File: src/rtl/store_row_mover.sv
// store_row_mover: captures a three-register store config, then moves one
// SRAM C row to DRAM through a 4-entry buffer. Option: STORE_ROW_MOVER_STALL_CNT_EN.
module store_row_mover #(
    parameter int FIFO_WIDTH = 32,
    parameter int SRAM_AW    = 12,
    parameter int LEN_W      = 8,
    parameter logic [FIFO_WIDTH-1:0] CFG_LEN_ADDR  = 'h0000_0010,
    parameter logic [FIFO_WIDTH-1:0] CFG_SRAM_ADDR = 'h0000_0014,
    parameter logic [FIFO_WIDTH-1:0] CFG_DRAM_ADDR = 'h0000_0018
) (
    input  logic                  clk,
    input  logic                  rst,
    input  logic                  cfg_req,
    input  logic [FIFO_WIDTH-1:0] cfg_addr,
    input  logic                  cfg_addr_vld,
    input  logic [FIFO_WIDTH-1:0] cfg_data,
    input  logic                  cfg_data_vld,
    output logic                  cfg_ack,
    input  logic                  start,
    output logic                  busy,
    output logic                  sram_rd_en,
    output logic [SRAM_AW-1:0]    sram_rd_addr,
    input  logic [FIFO_WIDTH-1:0] sram_rd_data,
    input  logic                  sram_rd_vld,
    output logic                  dram_wr_req,
    output logic [FIFO_WIDTH-1:0] dram_wr_addr,
    output logic [FIFO_WIDTH-1:0] dram_wr_data,
    input  logic                  dram_wr_ready,
    output logic                  row_done,
    output logic [15:0]           stall_cnt
);

    typedef enum logic [1:0] {IDLE, RUN, DONE} state_t;

    state_t state_q, state_d;

    logic [LEN_W-1:0]      len_q;
    logic [SRAM_AW-1:0]    sram_q;
    logic [FIFO_WIDTH-1:0] dram_q;
    logic [2:0]            seen_q;
    logic                  cfg_ack_q;

    logic [LEN_W-1:0]      rd_cnt_q, wr_cnt_q;
    logic [2:0]            out_q, cnt_q;
    logic [1:0]            wp_q, rp_q;
    logic [FIFO_WIDTH-1:0] mem_q [4];

    logic       cfg_wr, go, rd_issue, push, pop, last;
    logic [2:0] hit, seen_nx;
    logic [SRAM_AW-1:0] row_base;

    assign cfg_wr  = cfg_req && cfg_addr_vld && cfg_data_vld && (state_q == IDLE);
    assign hit     = {cfg_addr == CFG_DRAM_ADDR,
                      cfg_addr == CFG_SRAM_ADDR,
                      cfg_addr == CFG_LEN_ADDR} & {3{cfg_wr}};
    assign seen_nx = seen_q | hit;
    assign go      = (state_q == IDLE) && start;

    assign row_base = sram_q * SRAM_AW'(len_q);
    assign rd_issue = (state_q == RUN) && (rd_cnt_q < len_q)
                      && (({1'b0, out_q} + {1'b0, cnt_q}) < 4'd4);
    assign push     = (state_q == RUN) && sram_rd_vld && (out_q != 3'd0);
    assign pop      = dram_wr_req && dram_wr_ready;
    assign last     = pop && (wr_cnt_q == len_q - LEN_W'(1));

    assign cfg_ack      = cfg_ack_q;
    assign busy         = (state_q != IDLE);
    assign row_done     = (state_q == DONE);
    assign sram_rd_en   = rd_issue;
    assign sram_rd_addr = rd_issue ? row_base + SRAM_AW'(rd_cnt_q) : '0;
    assign dram_wr_req  = (state_q == RUN) && (cnt_q != 3'd0);
    assign dram_wr_addr = dram_wr_req ? dram_q + FIFO_WIDTH'(wr_cnt_q) : '0;
    assign dram_wr_data = dram_wr_req ? mem_q[rp_q] : '0;

    // State register
    always_ff @(posedge clk or negedge rst) begin
        if (!rst) state_q <= IDLE;
        else      state_q <= state_d;
    end

    // Next-state: zero-length rows skip straight to DONE
    always_comb begin
        state_d = state_q;
        unique case (state_q)
            IDLE: if (start) state_d = (len_q != '0) ? RUN : DONE;
            RUN:  if (last)  state_d = DONE;
            DONE: state_d = IDLE;
            default: state_d = IDLE;
        endcase
    end

    // Config capture; ack once all three registers have been seen
    always_ff @(posedge clk or negedge rst) begin
        if (!rst) begin
            len_q     <= '0;
            sram_q    <= '0;
            dram_q    <= '0;
            seen_q    <= '0;
            cfg_ack_q <= 1'b0;
        end else begin
            cfg_ack_q <= 1'b0;
            if (hit[0]) len_q  <= cfg_data[LEN_W-1:0];
            if (hit[1]) sram_q <= cfg_data[SRAM_AW-1:0];
            if (hit[2]) dram_q <= cfg_data;
            if (&seen_nx) begin
                seen_q    <= '0;
                cfg_ack_q <= 1'b1;
            end else begin
                seen_q <= seen_nx;
            end
        end
    end

    // Read/write counters, outstanding reads and buffer bookkeeping
    always_ff @(posedge clk or negedge rst) begin
        if (!rst) begin
            rd_cnt_q <= '0;
            wr_cnt_q <= '0;
            out_q    <= '0;
            cnt_q    <= '0;
            wp_q     <= '0;
            rp_q     <= '0;
            for (int i = 0; i < 4; i++) mem_q[i] <= '0;
        end else if (go) begin
            rd_cnt_q <= '0;
            wr_cnt_q <= '0;
            out_q    <= '0;
            cnt_q    <= '0;
            wp_q     <= '0;
            rp_q     <= '0;
        end else if (state_q == RUN) begin
            rd_cnt_q <= rd_cnt_q + LEN_W'(rd_issue);
            wr_cnt_q <= wr_cnt_q + LEN_W'(pop);
            out_q    <= out_q + 3'(rd_issue) - 3'(push);
            cnt_q    <= cnt_q + 3'(push) - 3'(pop);
            wp_q     <= wp_q + 2'(push);
            rp_q     <= rp_q + 2'(pop);
            if (push) mem_q[wp_q] <= sram_rd_data;
        end
    end

`ifdef STORE_ROW_MOVER_STALL_CNT_EN
    logic [15:0] stall_q;

    // Saturating count of backpressured DRAM cycles, cleared per row
    always_ff @(posedge clk or negedge rst) begin
        if (!rst)
            stall_q <= '0;
        else if (go)
            stall_q <= '0;
        else if (dram_wr_req && !dram_wr_ready && stall_q != 16'hFFFF)
            stall_q <= stall_q + 16'd1;
    end

    assign stall_cnt = stall_q;
`else
    assign stall_cnt = '0;
`endif

endmodule

File: config.mk
export PLATFORM = sky130hd
export DESIGN_NAME = store_row_mover
export DESIGN_NICKNAME = d
export VERILOG_FILES = /design/src/rtl/store_row_mover.sv
export SDC_FILE = /design/constraint.sdc
export NUM_CORES = 1
export LEC_CHECK = 0
export CAP_MARGIN = 20
export CORE_AREA = 2 2 233 235
export CTS_CLUSTER_SIZE = 30
export DETAILED_ROUTE_END_ITERATION = 10
export DIE_AREA = 0 0 235 237
export HOLD_SLACK_MARGIN = 0.02
export PLACE_DENSITY = 0.5
export SKIP_CTS_REPAIR_TIMING = 1
export SYNTH_ARGS = -nofsm -noshare
export SYNTH_HDL_FRONTEND = slang
export SYNTH_SLANG_ARGS = --single-unit
export TNS_END_PERCENT = 1
File: constraint.sdc
create_clock -name clk -period 5 [get_ports clk]
set_input_delay 1 -clock clk [delete_from_list [all_inputs] [get_ports clk]]
set_output_delay 1 -clock clk [all_outputs]
set_load 0.03 [all_outputs]
==> impl_metrics.ini, run 1 <==
[setup_path]
cp.arrival_ps = 4650
cp_max_fo = 7
worst_setup_path_start_kind = flop
crit_chain = buf_6 -> and2_4 -> fa_1 -> fa_1 -> fa_1 -> inv_1 -> fa_1 -> inv_1 -> ha_2 -> or3_4 -> a311oi_4 -> nor4_4 -> nor3_4 -> buf_12
crit_slowest_cell = fa_1
critPathMaxStageDelay_ps = 510
cp_num_buf_inv = 4
crit_type = reg -> out
worstSetupEndpointType = output port
cp_common_cell = fa_1
worstPathRequired_ps = 4000
cp_top_family = adder cells

[timing]
rsz0062_at_grt = true
finClkSkew_ps = 20.6
timing.final.ws_setup_ps = -651
layout_min_cycle_time_ps = 5650
hold_viol = 0
finalSetupViolCount = 7
finalSetupTns_ps = -2810
slew_headroom_pct = 33.0
hold_ws_ps = 461
slew_violations = 0
worst_pin_slew_ps = 1000
min_period_over_period_pct = 113
max_freq_mhz = 177

[synthesis]
synth_warnings = 0
yosysTopAreaCell = dfrtp_1
netlist_instances = 1174
synthDistinctLibCells = 64
synth_area_sq_um = 13200
synth_edf_count = 0
async_reset_ff_share_pct = 100
ys_top_cells_by_area = dfrtp_1 (40%), mux2_2 (15%), fa_1 (7.0%), mux4_2 (5.5%), ha_1 (4.9%)
synth-seq-area-share_pct = 40.2
yosysTopAreaCellShare_pct = 40.2
ys_seq_elements = 212
dominantRegCellSynth = dfrtp_1
postSynthAreaPerCell_sq_um = 11.2

[place]
place_area_sq_um = 16100
hpwl_mm = 25.3
gp_congestion = 0.783
dp_slack_ps = -262
port_buffers = 184

[grt]
antenna_found_initial = 3
first_global_vias = 10000
track_usage_pct = 12.9
grt_max_degree = 101
grt_first_pass_wirelength_mm = 57.6
grt-ovfl-total = 0

[detailed_routing]
wl_per_cell_microns = 17.1
wl_mm = 36.3
via_count = 9522
antenna_left = 0
viasPerCell = 4.49
dr.pass1.iters = 4
drc = 0
drtIter0Drc = 464

[floorplan]
rows = 85
fp.dieH_microns = 237
io_pins = 201
fp.dieW_microns = 235
die_area_sq_um = 55700
core-area_sq_um = 53300
start_util_pct = 24.7

[pwr]
p_leak_nw = 7.48
p_per_area_nw_per_um2 = 513
total_power_mw = 8.99
vdd_ir_drop_max_mv = 0.465

[final_layout]
drive_above_1_share_pct = 29.7
design_area_sq_um = 17500
nFillCells = 5300
area_delta_synth_final_pct = 32.7
fin_nets = 1605

[min_path]
hp-class = in -> async

[clock_tree]
cts_tree = yes
ctsLongestPathBuffers = 3
cts_root_buffer = clkbuf_16
clkTransAtPathRegs_ps = 60
cts.sinks = 212
cts_buffers = 27
h-tree-depth = 1
clock_latency_ps = 570

[run]
maxCapViolCount = 0

[run_status]
status = finished, violations left
violations = negative setup slack
## metrics by stage
step           utilization, %  std cells
6_report                 32.8       2121
5_1_grt                  32.8       2120
4_1_cts                  32.1       2103
3_5_place_dp             30.3       2054
3_3_place_gp             30.3       2054
2_1_floorplan               -       1189
## layout make-up
cell class	count	area (sq um)	area share (%)
clock inverter	14	221	1.27
multi-input combinational	808	7470	42.7
tap	696	871	4.98
sequential	212	5330	30.4
timing repair buffer	256	2500	14.3
clock buffer	35	746	4.26
antenna	2	5.00	0.0286
inverter	98	368	2.10
## path summary, 6_finish.rpt
| check | slack, ps | depth (start not counted) | to | from |
|---|---|---|---|---|
| hold reg to reg | 500 | 1 | mem_q[38] | mem_q[38] |
| min in group clk | 500 | 1 | mem_q[38] | mem_q[38] |
| setup / recovery | -650 | 14 | sram_rd_addr[11] | sram_q[4] |
| hold / removal | 460 | 1 | mem_q[20] | rst |
| max in group asynchronous | 3500 | 2 | mem_q[68] | rst |
| setup reg to reg | 1710 | 15 | out_q[2] | len_q[1] |
## logic make-up (layout without fill, tap and decap cells)
logic type	Yosys count	in the layout	synth area share [%]
other cells	1	18	0.0284
simple gates	321	321	12.7
buf+inv	169	403	5.67
xor+xnor	46	46	3.16
compound gates	114	114	5.37
fa+ha+maj	98	98	11.9
mux	213	213	20.9
flops	212	212	40.2
## per-layer routing
| metal | GRT usage [%] | routed length, microns |
|---|---|---|
| met2 | 22.7 | 18500 |
| met5 | 0 | 26 |
| met4 | 2.67 | 552 |
| met3 | 2.37 | 1740 |
| met1 | 16.4 | 15500 |
## flip-flops by register name (all words and copies together), names as in the netlist
register	cells
sram_q	12
seen_q	3
rp_q	2
rd_cnt_q	8
cfg_ack	1
state_q	2
mem_q	128
wp_q	2
out_q	3
dram_q	32
wr_cnt_q	8
cnt_q	3
len_q	8
## Yosys cell counts (4+ instances only)
library cell  count
a211oi_1          4
a21o_1            7
a21oi_1          23
and2_1           74
and3_1            9
buf_2            19
buf_4            16
buf_6             4
clkbuf_1         30
dfrtp_1         212
fa_1             46
ha_1             52
inv_1            97
mux2_2          175
mux4_2           32
nand2_1          93
nand2b_1          9
nand3_1          22
nand4_1           8
nor2_1           46
nor2b_1           4
nor3_1           15
nor4_1            8
nor4b_1           4
o21ai_0          44
o31ai_1           8
or3_1             9
or4_1             7
xnor2_1          31
xor2_1           14
## placed cells by master (no fill, tap or decap), drive strengths merged, types with 14 or more instances in the layout
| master | Yosys | layout |
|---|---|---|
| and2 | 74 | 74 |
| nor2 | 47 | 47 |
| o21ai | 45 | 45 |
| mux2 | 178 | 178 |
| conb | 1 | 16 |
| dfrtp | 212 | 212 |
| clkbuf | 30 | 35 |
| clkdlybuf4s50 | 0 | 168 |
| nand2 | 93 | 93 |
| mux4 | 32 | 32 |
| nor3 | 17 | 17 |
| nand3 | 22 | 22 |
| ha | 52 | 52 |
| inv | 97 | 99 |
| xnor2 | 31 | 31 |
| buf | 41 | 87 |
| fa | 46 | 46 |
| xor2 | 14 | 14 |
| a21oi | 23 | 23 |
## power by group
group          switching [mW]  internal, mW
combinational            2.02          2.07
clock                   0.810          1.31
sequential              0.433          2.34
total                    3.27          5.72
(Power assumes the default switching activity.)
==> run 2: changes to the inputs <==
- CORE_AREA: 2 2 233 235 -> 2 2 209 262
- DIE_AREA: 0 0 235 237 -> 0 0 211 264
- SKIP_LAST_GASP: not set -> 1
- TNS_END_PERCENT: 1 -> not set
==> run 2 against run 1 <==
  * The flow still finishes with violations (negative setup slack)
  * Combinational power decreased by 1%
  * Sequential power about the same
  * Worst hold slack improved by 26 ps
  * Clock skew decreased by 11 ps
  * Wire length about the same
  * Critical path depth unchanged
  * Sequential share of layout area decreased by 0.21 points
  * Critical endpoint unchanged
==> impl_metrics.ini, run 2 (synthesis gave the netlist of run 1 again) <==
[run_status]
status = finished, violations left
violations = negative setup slack

[setup_path]
reg2regPathDepth = 17
reg2reg_slack_ps = 1540
r2r-end = out_q[2]
cp_num_buf_inv = 4
crit_type = reg -> out
cp_max_fo = 6
reg2reg_from = len_q[2]
worstSetupEndpointType = output port
worst_setup_path_start_kind = flop
cp_common_cell = fa_1
worstPathRequired_ps = 4000
cp_top_family = adder cells
critPathMaxStageDelay_ps = 540
cp.arrival_ps = 4620
crit_slowest_cell = fa_1
crit_chain = buf_4 -> buf_4 -> nand2_1 -> fa_1 -> fa_1 -> fa_1 -> fa_1 -> inv_2 -> ha_4 -> or3_4 -> a311oi_4 -> nor4_4 -> nor3_4 -> buf_12

[final_layout]
post-route-util_pct = 33.0
fin_nets = 1623
area_delta_synth_final_pct = 33.7
top_regs = mem_q (128), dram_q (32), sram_q (12)
regMostFlops = mem_q
final_common_cell = dfrtp_1
drive_above_1_share_pct = 32.7
design_area_sq_um = 17600
largest_reg_flops = 128
most-common-layout-cells = dfrtp_1 (195), mux2_2 (175), clkdlybuf4s50_1 (164), buf_4 (91), nand2_1 (81)

[floorplan]
rows = 95
start_util_pct = 24.7
die_area_sq_um = 55700
fp.dieW_microns = 211
fp.dieH_microns = 264
io_pins = 201
core-area_sq_um = 53400

[timing]
rsz0062_at_grt = true
min_period_over_period_pct = 112
slew_headroom_pct = 33.2
hold_ws_ps = 487
finalSetupTns_ps = -2300
slew_violations = 0
hold_viol = 0
max_freq_mhz = 178
layout_min_cycle_time_ps = 5620
finalSetupViolCount = 6
worst_pin_slew_ps = 1000
finClkSkew_ps = 9.25
timing.final.ws_setup_ps = -620

[min_path]
hp-class = in -> async

[place]
gp_congestion = 0.788
port_buffers = 184
dp_slack_ps = -266
hpwl_mm = 25.7
place_area_sq_um = 16200

[grt]
grt_first_pass_wirelength_mm = 57.5
antenna_found_initial = 1
first_global_vias = 10300
grt_max_degree = 101
grt-ovfl-total = 0
track_usage_pct = 13.0

[detailed_routing]
wl_per_cell_microns = 17.1
dr.pass1.iters = 4
antenna_left = 0
wl_mm = 36.3
drtIter0Drc = 328
viasPerCell = 4.54
via_count = 9621
drc = 0

[pwr]
pwr-share-clk_pct = 21.4
p_int_mw = 5.52
comb_power_share_pct = 46.4
p_seq_share_pct = 32.2
p_per_area_nw_per_um2 = 494
p_leak_nw = 7.56
vdd_ir_drop_max_mv = 0.422
p_sw_mw = 3.18
netSwitchingFraction_pct = 36.6

[clock_tree]
cts.sinks = 212
h-tree-depth = 1
cts_root_buffer = clkbuf_16
cts_tree = yes
clkTransAtPathRegs_ps = 60
ctsLongestPathBuffers = 3
clock_latency_ps = 530
cts_buffers = 24

[run]
maxCapViolCount = 0
## run 2: changes by cell type in the layout (fill, tap and decap cells not counted), moves of 2 or more
cell             before  now
inv_2                 9   22
ha_2                  4    2
ha_1                 42   37
and2_1               69   66
nand2_1              86   81
ha_4                  6   13
and2_4                4    8
buf_4                67   91
inv_1                88   75
clkinvlp_4            3    1
nand2_2               7   11
bufinv_16             5    3
clkdlybuf4s50_1     168  164
## run 2: layout make-up
| cell class | instances | area, sq um |
|---|---|---|
| diodes | 1 | 2.50 |
| well taps | 679 | 850 |
| clock inverters | 10 | 131 |
| repair buffers | 277 | 2650 |
| fillers | 5311 | 35700 |
| flip-flops and latches | 212 | 5330 |
| clock buffers | 34 | 699 |
| inverters | 98 | 368 |
| multi-input cells | 808 | 7600 |
## run 2: per-layer routing
metal | vias to the layer above | GRT usage, % | share of wire [%]
met5 | - | 0 | 0
met4 | 0 | 3.79 | 2.6
met3 | 51 | 2.26 | 4.2
met2 | 174 | 24.1 | 53
met1 | 4885 | 15.1 | 40
li1 | 4511 | - | -
## run 2: metrics by stage
step	total power, mW	cells
2_1_floorplan	5.40	1189
3_3_place_gp	6.82	2046
3_5_place_dp	6.90	2046
4_1_cts	8.83	2090
5_1_grt	9.32	2119
6_report	8.70	2119
## run 2: worst max path at each step
stage / start / endpoint / slack, ps / cells past startpoint
6_report: sram_q[4] / sram_rd_addr[11] / -620 / 14
4_1_cts: len_q[6] / sram_rd_addr[10] / -850 / 15
3_3_place_gp: len_q[6] / sram_rd_addr[10] / -190 / 15
2_1_floorplan: len_q[2] / sram_rd_addr[11] / -80 / 15
3_5_place_dp: sram_q[3] / sram_rd_addr[10] / -270 / 16
5_1_grt: len_q[4] / sram_rd_addr[11] / -790 / 14
## run 2: power groups by stage
stage,combinational (mW),sequential [mW],clock [mW]
floorplan,2.80,2.60,0
global placement,4.00,2.82,0
detailed placement,4.06,2.85,0
CTS,4.08,2.82,1.93
global route,4.41,2.90,2.01
finish,4.04,2.80,1.86
==> run 3: changes to the inputs <==
- PLACE_DENSITY: 0.5 -> 0.49
- TNS_END_PERCENT: not set -> 30
- clock period: 5 -> 5.6 ns (I/O delays scaled with it)
==> run 3 against run 2 <==
  * The run still ends with negative setup slack left
  * Clock power shrank 10%
  * Wire length down 0.19%
  * First-iteration DRC count down 7.3%
  * Clock skew rose by 20 ps
  * Cell count fell by 1.1%
  * Worst hold slack better by 1.5 ps
==> impl_metrics.ini, run 3 (synthesis gave the netlist of run 1 again) <==
[run_status]
status = finished, violations left
violations = negative setup slack

[place]
hpwl_mm = 26.0
place_area_sq_um = 15900
gp_congestion = 0.798
port_buffers = 184

[floorplan]
io_pins = 201
core-area_sq_um = 53400
rows = 95
start_util_pct = 24.7
fp.dieW_microns = 211
fp.dieH_microns = 264
die_area_sq_um = 55700

[detailed_routing]
via_count = 9475
wl_per_cell_microns = 17.3
drc = 0
wl_mm = 36.2
drtIter0Drc = 304
antenna_left = 0
viasPerCell = 4.52
dr.pass1.iters = 5

[clock_tree]
clock_latency_ps = 550
cts_tree = yes
h-tree-depth = 1
cts_buffers = 25
cts.sinks = 212
cts_root_buffer = clkbuf_16
ctsLongestPathBuffers = 3
clkTransAtPathRegs_ps = 60

[pwr]
vdd_ir_drop_max_mv = 0.328
netSwitchingFraction_pct = 36.6
p_sw_mw = 2.84
p_leak_nw = 7.39
p_per_area_nw_per_um2 = 448
p_seq_share_pct = 32.1
pwr-share-clk_pct = 21.6
comb_power_share_pct = 46.3
p_int_mw = 4.91

[timing]
max_freq_mhz = 173
min_period_over_period_pct = 103
slew_violations = 0
worst_pin_slew_ps = 1080
layout_min_cycle_time_ps = 5770
finalSetupViolCount = 3
finClkSkew_ps = 29.6
timing.final.ws_setup_ps = -174
slew_headroom_pct = 27.5
finalSetupTns_ps = -278
rsz0062_at_grt = true
hold_viol = 0

[run]
maxCapViolCount = 0

[final_layout]
nFillCells = 5379
drive_above_1_share_pct = 27.3
post-route-util_pct = 32.4
most-common-layout-cells = dfrtp_1 (199), clkdlybuf4s50_1 (176), mux2_2 (175), inv_1 (94), nand2_1 (87)
area_delta_synth_final_pct = 31.1
final_common_cell = dfrtp_1
regMostFlops = mem_q
top_regs = mem_q (128), dram_q (32), sram_q (12)
design_area_sq_um = 17300
largest_reg_flops = 128
fin_nets = 1599

[setup_path]
reg2reg_slack_ps = 1660
worstSetupEndpointType = output port
crit_type = reg -> out
worstPathRequired_ps = 4480
worst_setup_path_start_kind = flop
cp.arrival_ps = 4650
cp_max_fo = 6

[grt]
grt_max_degree = 84
track_usage_pct = 13.1
first_global_vias = 10300
antenna_found_initial = 2
grt_first_pass_wirelength_mm = 57.6
grt-ovfl-total = 0

[min_path]
hp-class = reg -> reg
## run 3: stage by stage
| stage | hold slack (ps) | instances | worst slack [ps] | total power, mW |
|---|---|---|---|---|
| finish | 489 | 2096 | -174 | 7.75 |
| global route | 514 | 2096 | -318 | 8.31 |
| CTS | 489 | 2054 | -457 | 7.90 |
| detailed placement | 476 | 2009 | 154 | 6.16 |
| global placement | 465 | 2009 | 238 | 6.10 |
| floorplan | 453 | 1189 | 107 | 4.82 |
## run 3: critical path: stages (launching register included)
cell and delay [ps]:
dfrtp_2 460, buf_6 150, buf_4 130, and2_4 130, ha_1 300, fa_1 500
inv_2 40, fa_1 500, fa_2 550, inv_2 40, ha_4 150, or3_1 380
a311oi_2 240, buf_4 180, nor4_4 40, nor3_4 170, buf_12 150
## run 3: power groups by stage
stage / combinational (mW) / clock [mW] / sequential [mW]
3_5_place_dp: 3.64 / 0 / 2.52
3_3_place_gp: 3.61 / 0 / 2.49
5_1_grt: 3.93 / 1.81 / 2.58
4_1_cts: 3.66 / 1.74 / 2.50
2_1_floorplan: 2.49 / 0 / 2.32
6_report: 3.59 / 1.67 / 2.49
## run 3: final timing paths
check / cells past startpoint / to / from
max: 16 / sram_rd_addr[11] / len_q[0]
min: 1 / mem_q[71] / mem_q[71]
max reg2reg: 15 / out_q[2] / len_q[1]
min reg2reg: 1 / mem_q[71] / mem_q[71]
max in group asynchronous: 2 / sram_q[3] / rst
min in group asynchronous: 1 / mem_q[20] / rst
## run 3: per-layer routing
metal  global-route usage, %  vias up  part of all wire [%]
li1                        -     4465                     -
met4                    4.09        0                   2.6
met3                    2.52       50                   4.4
met2                    24.3      165                    53
met1                    15.0     4795                    40
met5                       0        -                     0
## run 3: layout make-up
class	count	area [sq um]	share of cell area, %
flip-flops and latches	212	5320	30.8
well taps	679	850	4.91
diodes	2	5.00	0.0289
clock inverters	9	113	0.651
inverters	98	368	2.13
clock buffers	36	727	4.20
repair buffers	252	2500	14.5
multi-input cells	808	7400	42.8
